--- config.mk ---
export PLATFORM = sky130hd
export DESIGN_NAME = commit_fifo
export DESIGN_NICKNAME = d
export VERILOG_FILES = /design/src/rtl/commit_trace_checker_fifo.sv
export SDC_FILE = /design/constraint.sdc
export NUM_CORES = 1
export LEC_CHECK = 0
export ABC_CLOCK_PERIOD_IN_PS = 6850
export BUFFER_PORTS_ARGS = -buffer_cell sky130_fd_sc_hd__buf_2
export CAP_MARGIN = 5
export CORE_MARGIN = 10
export CORE_UTILIZATION = 45
export DETAILED_ROUTE_END_ITERATION = 8
export GPL_TIMING_DRIVEN = 0
export PLACE_DENSITY_LB_ADDON = 0.2
export SYNTH_ARGS = -nofsm -noshare
export SYNTH_HDL_FRONTEND = slang
export SYNTH_SLANG_ARGS = --single-unit
--- constraint.sdc ---
create_clock -name clk -period 6.85 [get_ports clk]
set_clock_uncertainty 0.1 [all_clocks]
set_input_delay 1.37 -clock clk [delete_from_list [all_inputs] [get_ports clk]]
set_output_delay 1.37 -clock clk [all_outputs]
set_load 0.05 [all_outputs]
--- src/rtl/commit_trace_checker_fifo.sv ---
// Synchronous commit buffer.
// Pointers carry an extra wrap bit to tell full from empty.
module commit_fifo #(
  parameter int DEPTH = 4,
  parameter int W     = 55
) (
  input  logic         clk,
  input  logic         rst,
  input  logic         push,
  input  logic         pop,
  input  logic [W-1:0] din,
  output logic [W-1:0] dout,
  output logic         full,
  output logic         empty
);

  localparam int AW = $clog2(DEPTH);

  logic [AW:0]  wr_q, wr_d;
  logic [AW:0]  rd_q, rd_d;
  logic [W-1:0] mem [DEPTH];
  logic         do_push, do_pop;

  // Status, accepted operations and pointer advance.
  always_comb begin
    empty   = (wr_q == rd_q);
    full    = (wr_q[AW] != rd_q[AW]) &&
              (wr_q[AW-1:0] == rd_q[AW-1:0]);
    do_pop  = pop & ~empty;
    do_push = push & (~full | do_pop);
    wr_d    = wr_q + (AW+1)'(do_push);
    rd_d    = rd_q + (AW+1)'(do_pop);
    dout    = mem[rd_q[AW-1:0]];
  end

  // Pointer registers.
  always_ff @(posedge clk or posedge rst) begin
    if (rst) begin
      wr_q <= '0;
      rd_q <= '0;
    end else begin
      wr_q <= wr_d;
      rd_q <= rd_d;
    end
  end

  // Storage; a full-and-popping write reuses the slot being read.
  always_ff @(posedge clk) begin
    if (do_push) mem[wr_q[AW-1:0]] <= din;
  end

endmodule

# [Word-level counts from Yosys, hierarchy flattened]
# Memories as Yosys holds them, arrays and structs flattened.
# Cells that the tools add are included.
[op_classes] n_bitwise=5 eq_ne=3 n_mux=2 add_sub_neg=2 reduce_logical=1
[ops] cell="adder 3 x 1 -> 3 bit" count=2
[ops] cell="== test 3 bit" count=1
[ops] cell="AND 1 bit" count=2
[ops] cell="== test 2 bit" count=1
[ops] cell="two-way mux 1 bit" count=2
[ops] cell="inverter 1 bit" count=2
[ops] cell="logical AND 1 bit" count=1
[ops] cell="inequality test 1 bit" count=1
[ops] cell="bitwise OR 1 bit" count=1
[totals] ramBits=220 mem_count=1 in_bits=59 regBits=6 out_inout_bits=57
[mem_list] name="mem" depth=4 word_bits=55 rd=1 rd_clocked_by_memory_dff=0 wr=1 line_no="21" text="logic [W-1:0] mem [DEPTH];"

# [Depth between registers and ports, before layout]
# Gate-level depths: netlist of the first run.
[logic_depth] depth_word=7 depth_mapped=6 ltp_nobuf=6

# [Worst setup path before layout of the first run]
# Ideal clock, no wire load.
[synth_timing] kind="input port to flip-flop" from="input pop" to="memory mem[2][0] (enable)" t_required_ps=6203 arrival_ps=5538 setup_ps=547 setup_slack_ps=666 path_buffers=0 cell_stages=2 cell_sequence="o41ai_4 nor3b_1"
[synth_via] elab_chain_len=5
[synth_lines] item="start, declared" line_no="10" text="input logic pop,"
[synth_lines] item="AND 1 bit" line_no="29" text="do_pop = pop & ~empty;"
[synth_lines] item="bitwise OR 1 bit" line_no="30" text="do_push = push & (~full | do_pop);"
[synth_lines] item="AND 1 bit" line_no="30"
[synth_lines] item="two-way mux 1 bit" line_no="49" text="if (do_push) mem[wr_q[AW-1:0]] <= din;"
[synth_lines] item="two-way mux 1 bit (not written as such)" line_no="49"
[synth_lines] item="end, declared" line_no="21"
# No other way between the ends.

# [Worst setup path in the final report of the first run]
[layout_timing] from="register rd_q[1]" to="output dout[1]"
[layout_via] elab_chain_len=1
[layout_lines] item="start, declared" line_no="20" text="logic [AW:0] rd_q, rd_d;"
[layout_lines] item="start signal, assigned" line_no="43" text="rd_q <= rd_d;"
[layout_lines] item="memory (4 x 55 bit)"
[layout_lines] item="end, declared" line_no="12" text="output logic [W-1:0] dout,"
# No other way between the ends.

==> flow_metrics.env, run 1 <==
export IMPL_status="complete, no violations"
export IMPL_via_per_inst=5.24
export IMPL_cp_start_kind="register"
export IMPL_hold_viol=0
export IMPL_cts_root_buf="clkbuf_16"
export IMPL_hp_start="wr_q[2]"
export IMPL_synth_area_leaders="edfxtp_1, mux4_2, dfrtp_1, mux4_1, buf_12"
export IMPL_holdPathEnd="wr_q[2]"
export IMPL_core_um2=18100
export IMPL_clkTransAtPathRegs_ns=0.06
export IMPL_worst_pin_slew_ns=0.742
export IMPL_vias=3775
export IMPL_netlist_area_leader_share_pct=79.2
export IMPL_synth_area_mux_share_pct=15.1
export IMPL_drc=0
export IMPL_seqPwrFrac_pct=36.5
export IMPL_avgSynthCellArea_um2=26.6
export IMPL_rsz0062_at_grt="false"
export IMPL_synth_largest_area_cell="edfxtp_1"
export IMPL_ctsResizeCount=0
export IMPL_rows=49
export IMPL_die_area_um2=24400
export IMPL_power_total_uw=5250
export IMPL_numCtsBuffers=24
export IMPL_rrSetupSlack_ns=4.23
export IMPL_die_h_um=156
export IMPL_switchingPower_uw=2010
export IMPL_yosys_warnings=0
export IMPL_setup_viol_count_final=0
export IMPL_hold_buffers=0
export IMPL_design_area_um2=10200
export IMPL_drv_cap=0
export IMPL_vdd_drop_max_uv=368
export IMPL_synthAdderAreaFrac_pct=0.600
export IMPL_drive_gt1_share_pct=48.7
export IMPL_hold_depth=1
export IMPL_endpoint_kind="primary output"
export IMPL_clkSinkCount=226
export IMPL_period_needed_ns=3.65
export IMPL_first_pass_iters=4
export IMPL_cp_cell_sequence="buf_2, buf_2, mux4_2, buf_2"
export IMPL_hpwl_mm=10.4
export IMPL_antenna_found_initial=2
export IMPL_synth_async_sr_flop_share_pct=2.65
export IMPL_synth_most_common_cell="edfxtp_1"
export IMPL_slowest_stage="dfrtp_1"
export IMPL_dpl_cell_area_um2=9470
export IMPL_clockPowerShare_pct=22.9
export IMPL_cts_max_level=1
export IMPL_ys_ff_latch=226
export IMPL_p_int_uw=3240
export IMPL_path_max_fanout=10
export IMPL_first_iter_violations=211
export IMPL_crit_type="register to primary output"
export IMPL_yosysUniqueCellTypes=18
export IMPL_grt_first_pass_wirelength_mm=23.9
export IMPL_wirelength_mm=15.5
export IMPL_clkLatencyLatePin_ns=0.50
export IMPL_syn_inst=313
export IMPL_r2r_start="rd_q[2]"
export IMPL_holdWs_ns=0.387
export IMPL_syn_to_final_growth_pct=22.6
export IMPL_power_leakage_uw=0.00358
export IMPL_syn_cell_area_um2=8340
export IMPL_grt_max_degree=26
export IMPL_grt_pass1_vias=4237
export IMPL_synth_compound_area_share_pct=0.330
export IMPL_routedWlPerCell_um=21.5
export IMPL_worst_path_largest_cell_delay_ns=0.44
export IMPL_synth_main_ff_cell="edfxtp_1"
export IMPL_synth_xor_area_share_pct=0.615
export IMPL_yosys_area_share_simple_pct=0.555
export IMPL_cts_path_max_buffers=3
export IMPL_max_slew_margin_pct=50.3
export IMPL_place_ws_ns=3.53
export IMPL_cp_common_cell="buf_2"
export IMPL_initial_utilization_pct=46.1
export IMPL_hold_path_class="register to register"
export IMPL_synth_nets=376
export IMPL_cp_arrival_ns=2.18
export IMPL_cp_required_ns=5.38
export IMPL_globalplace_congestion=0.708
export IMPL_p_comb_share_pct=40.6
export IMPL_grt_use_total_pct=12.8
export IMPL_timing_rr_end="mem[2][7]"
export IMPL_p_sw_share_pct=38.3
export IMPL_post_cts_buffers=0
export IMPL_r2r_cells=6
export IMPL_synth_top_family_by_area="multiplexers"
export IMPL_cp_buffers_inverters=3
export IMPL_antenna_left=0
export IMPL_cts_tree="built"
export IMPL_ios=116
export IMPL_ys_seq_area_share_pct=81.0
export IMPL_p_per_area_nw_per_um2=513
export IMPL_fmax_mhz=274
export IMPL_cp_top_family="buffers and inverters"
export IMPL_synthTopCellsByCount="edfxtp_1, mux4_2, buf_2, dfrtp_1"
export IMPL_nets=537
export IMPL_min_period_over_period_pct=53.3
export IMPL_grt_overflow=0
export IMPL_maxSlewViolCount=0
export IMPL_setup_slack_ns=3.20
export IMPL_synth_edf_count=220
export IMPL_io_buffers=115
export IMPL_die_w_um=156
cells by family after synthesis:
group | count (synthesis)
AOI/OAI and AO/OA | 1
xor gates and xnor gates | 5
adders and majority gates | 4
buffers and inverters | 14
DFF | 226
muxes | 55
and+or+nand+nor | 8
area by class of cell:
class	count	area, um^2
Clock inverter	13	92.6
Antenna cell	1	2.50
Multi-Input combinational cell	73	1460
Buffer	12	141
Clock buffer	30	654
Sequential cell	226	6760
Inverter	2	7.51
Fill cell	1337	7870
Timing Repair Buffer	135	822
Tap cell	229	287
cells in the final DEF, fill, tap and decap left out:
master        n
clkinv_4      1
xnor2_1       1
nor3b_1       1
buf_8         1
clkbuf_8      1
buf_12        7
o41ai_4       1
dfrtp_1       6
clkbuf_16    25
clkinv_1      3
clkinv_2      7
nor3b_2       2
xor2_2        1
inv_1         2
buf_6        18
nor2_4        1
clkbuf_1      4
mux4_2       50
clkinvlp_4    1
nand2_1       1
bufinv_16     1
nor3_1        1
xor2_1        3
ha_1          4
nor2b_1       1
buf_2       121
mux4_1        5
nor3_2        1
diode_2       1
edfxtp_1    220
power groups by stage:
stage                     clock [uW]  sequential [uW]  combinational [uW]
after floorplan                    0             1950                1610
after global placement             0             2000                2070
after detailed placement           0             1950                2170
after CTS                       1240             1920                2180
after global routing            1300             1940                2250
final                           1200             1910                2130
flip-flops by register name (all words and copies together), names as in the netlist:
signal	count
rd_q	3
wr_q	3
mem	220
how the worst max path moves through the flow:
stage / from / to / slack [ns] / cells after the start
2_1_floorplan: pop / mem[2][0] / 0.67 / 2
3_3_place_gp: pop / mem[1][10] / -2.86 / 3
3_5_place_dp: pop / mem[2][10] / 3.53 / 6
4_1_cts: rd_q[1] / dout[1] / 3.14 / 4
5_1_grt: rd_q[1] / dout[39] / 3.08 / 4
6_report: rd_q[1] / dout[1] / 3.20 / 4
layer usage:
layer  track usage [%]  vias to the layer above  part of all wire (%)
met1              16.1                     1947                    42
met4              4.00                        2                   2.4
met3              4.03                       30                   6.8
met5                 0                        -                  0.12
li1                  -                     1684                     -
met2              20.8                      112                    49
metrics by stage:
stage,util [%],setup TNS [ns],cells
floorplan,-,0,313
global placement,50.9,-442.08,657
detailed placement,52.4,0,677
CTS,56.5,0,720
global route,56.5,0,721
finish,56.5,0,721
Note: power is estimated with default switching activity, not from simulation.
==> run 2, diff against run 1 <==
--- a/config.mk
+++ b/config.mk
@@ -5,7 +5,7 @@
 export SDC_FILE = /design/constraint.sdc
 export NUM_CORES = 1
 export LEC_CHECK = 0
-export ABC_CLOCK_PERIOD_IN_PS = 6850
+export ABC_CLOCK_PERIOD_IN_PS = 3700
 export BUFFER_PORTS_ARGS = -buffer_cell sky130_fd_sc_hd__buf_2
 export CAP_MARGIN = 5
 export CORE_MARGIN = 10
==> constraint.sdc (replaced) <==
create_clock -name clk -period 3.7 [get_ports clk]
set_clock_uncertainty 0.1 [all_clocks]
set_input_delay 0.74 -clock clk [delete_from_list [all_inputs] [get_ports clk]]
set_output_delay 0.74 -clock clk [all_outputs]
set_load 0.05 [all_outputs]
==> flow_metrics.env, run 2 (synthesis results as in run 1) <==
export IMPL_die_w_um=156
export IMPL_initial_utilization_pct=46.1
export IMPL_seqPwrFrac_pct=35.8
export IMPL_p_comb_share_pct=40.5
export IMPL_cp_required_ns=2.86
export IMPL_layout_area_seq_um2=6760
export IMPL_antenna_left=0
export IMPL_min_period_over_period_pct=81.0
export IMPL_rows=49
export IMPL_clkSinkCount=226
export IMPL_die_h_um=156
export IMPL_multiInputGateArea_um2=1470
export IMPL_grt_use_total_pct=12.6
export IMPL_drc=0
export IMPL_crit_type="register to primary output"
export IMPL_hold_buffers=0
export IMPL_endpoint_kind="primary output"
export IMPL_cts_tree="built"
export IMPL_via_per_inst=5.20
export IMPL_routedWlPerCell_um=21.6
export IMPL_rsz0062_at_grt="false"
export IMPL_worst_pin_slew_ns=0.725
export IMPL_setup_viol_count_final=0
export IMPL_io_buffers=115
export IMPL_power_leakage_uw=0.00362
export IMPL_cp_start_kind="register"
export IMPL_maxSlewViolCount=0
export IMPL_post_cts_buffers=0
export IMPL_numCtsBuffers=24
export IMPL_switchingPower_uw=3730
export IMPL_holdWs_ns=0.0449
export IMPL_drt_met1_wl_mm=6.19
export IMPL_globalplace_congestion=0.665
export IMPL_fmax_mhz=334
export IMPL_p_per_area_nw_per_um2=958
export IMPL_core_um2=18100
export IMPL_n_fill_cell=1365
export IMPL_dr_wl_met3_um=839
export IMPL_wl_met2_mm=8.07
export IMPL_cts_path_max_buffers=3
export IMPL_ios=116
export IMPL_highest_layer="met4"
export IMPL_grt_max_degree=28
export IMPL_grt_overflow=0
export IMPL_cts_max_level=1
export IMPL_first_pass_iters=4
export IMPL_vdd_drop_max_uv=663
export IMPL_syn_to_final_growth_pct=23.9
export IMPL_largest_reg_flops=220
export IMPL_wirelength_mm=15.4
export IMPL_vias=3721
export IMPL_drv_cap=0
export IMPL_power_total_uw=9900
export IMPL_cp_arrival_ns=2.16
export IMPL_instances_no_fill=715
export IMPL_max_slew_margin_pct=51.6
export IMPL_grt_first_pass_wirelength_mm=23.6
export IMPL_status="complete, no violations"
export IMPL_clockPowerShare_pct=23.7
export IMPL_die_area_um2=24400
export IMPL_clkLatencyLatePin_ns=0.50
export IMPL_final_common_cell="edfxtp_1"
export IMPL_first_iter_violations=158
export IMPL_p_int_uw=6160
export IMPL_clkTransAtPathRegs_ns=0.06
export IMPL_hold_path_class="primary input to asynchronous set/reset pin"
export IMPL_hold_viol=0
export IMPL_path_max_fanout=10
export IMPL_period_needed_ns=3.00
export IMPL_r2r_cells=5
export IMPL_drive_gt1_share_pct=48.0
export IMPL_grt_pass1_vias=4096
export IMPL_antenna_found_initial=0
export IMPL_place_inst=671
export IMPL_cts_root_buf="clkbuf_16"
export IMPL_nets=531
export IMPL_ctsResizeCount=0
export IMPL_final_cell_mix="edfxtp_1, buf_2, mux4_2"
export IMPL_p_sw_share_pct=37.7
export IMPL_hpwl_mm=10.2
==> run 2: changes by cell type in the layout (fill, tap and decap cells not counted), moves of 2 or more <==
cell	delta
nor3b_4	+2
buf_16	+7
buf_6	-16
buf_8	+3
bufinv_16	+2
nor3b_2	-2
==> run 2: layout make-up <==
| cell class | count | area share [%] |
|---|---|---|
| Antenna cell | 1 | 0.0242 |
| Buffer | 12 | 1.37 |
| Clock buffer | 28 | 6.17 |
| Clock inverter | 15 | 1.41 |
| Inverter | 2 | 0.0727 |
| Multi-Input combinational cell | 73 | 14.3 |
| Sequential cell | 226 | 65.4 |
| Tap cell | 229 | 2.77 |
| Timing Repair Buffer | 129 | 8.52 |
==> run 2: worst paths after layout <==
check                              from          to  slack [ns]
max in group asynchronous           rst     wr_q[2]        3.25
worst min-delay path                rst     rd_q[0]        0.04
worst max register to register  wr_q[0]  mem[1][28]        1.11
worst max-delay path            rd_q[1]    dout[51]        0.70
min in group clk                din[44]  mem[1][44]        0.35
worst min register to register  wr_q[2]     wr_q[2]        0.40
==> run 2: critical path, cell delays in order (launching register included) <==
cell and delay [ns]:
dfrtp_1 0.44, buf_2 0.28, buf_2 0.33, mux4_2 0.37, buf_2 0.23
==> run 2: routing by layer <==
metal  vias up  track usage, %
li1       1676               -
met1      1924            15.8
met2        92            21.3
met3        29            3.14
met4         0            3.78
met5         -               0
==> run 2: power by group through the flow <==
| stage | combinational [uW] | clock (uW) | sequential [uW] |
|---|---|---|---|
| after floorplan | 2990 | 0 | 3590 |
| after global placement | 3830 | 0 | 3640 |
| after detailed placement | 4110 | 0 | 3600 |
| after CTS | 4110 | 2400 | 3550 |
| after global routing | 4250 | 2510 | 3590 |
| final | 4010 | 2340 | 3540 |
==> run 2: metrics by stage <==
stage               worst slack [ns]  setup TNS, ns  utilization [%]  instance area, um^2
finish                         0.703              0             57.1                10300
global route                   0.575              0             57.1                10300
CTS                            0.626              0             57.1                10300
detailed placement              1.09              0             52.8                 9550
global placement               -1.91        -335.05             51.0                 9220
floorplan                     0.0495              0                -                 8360
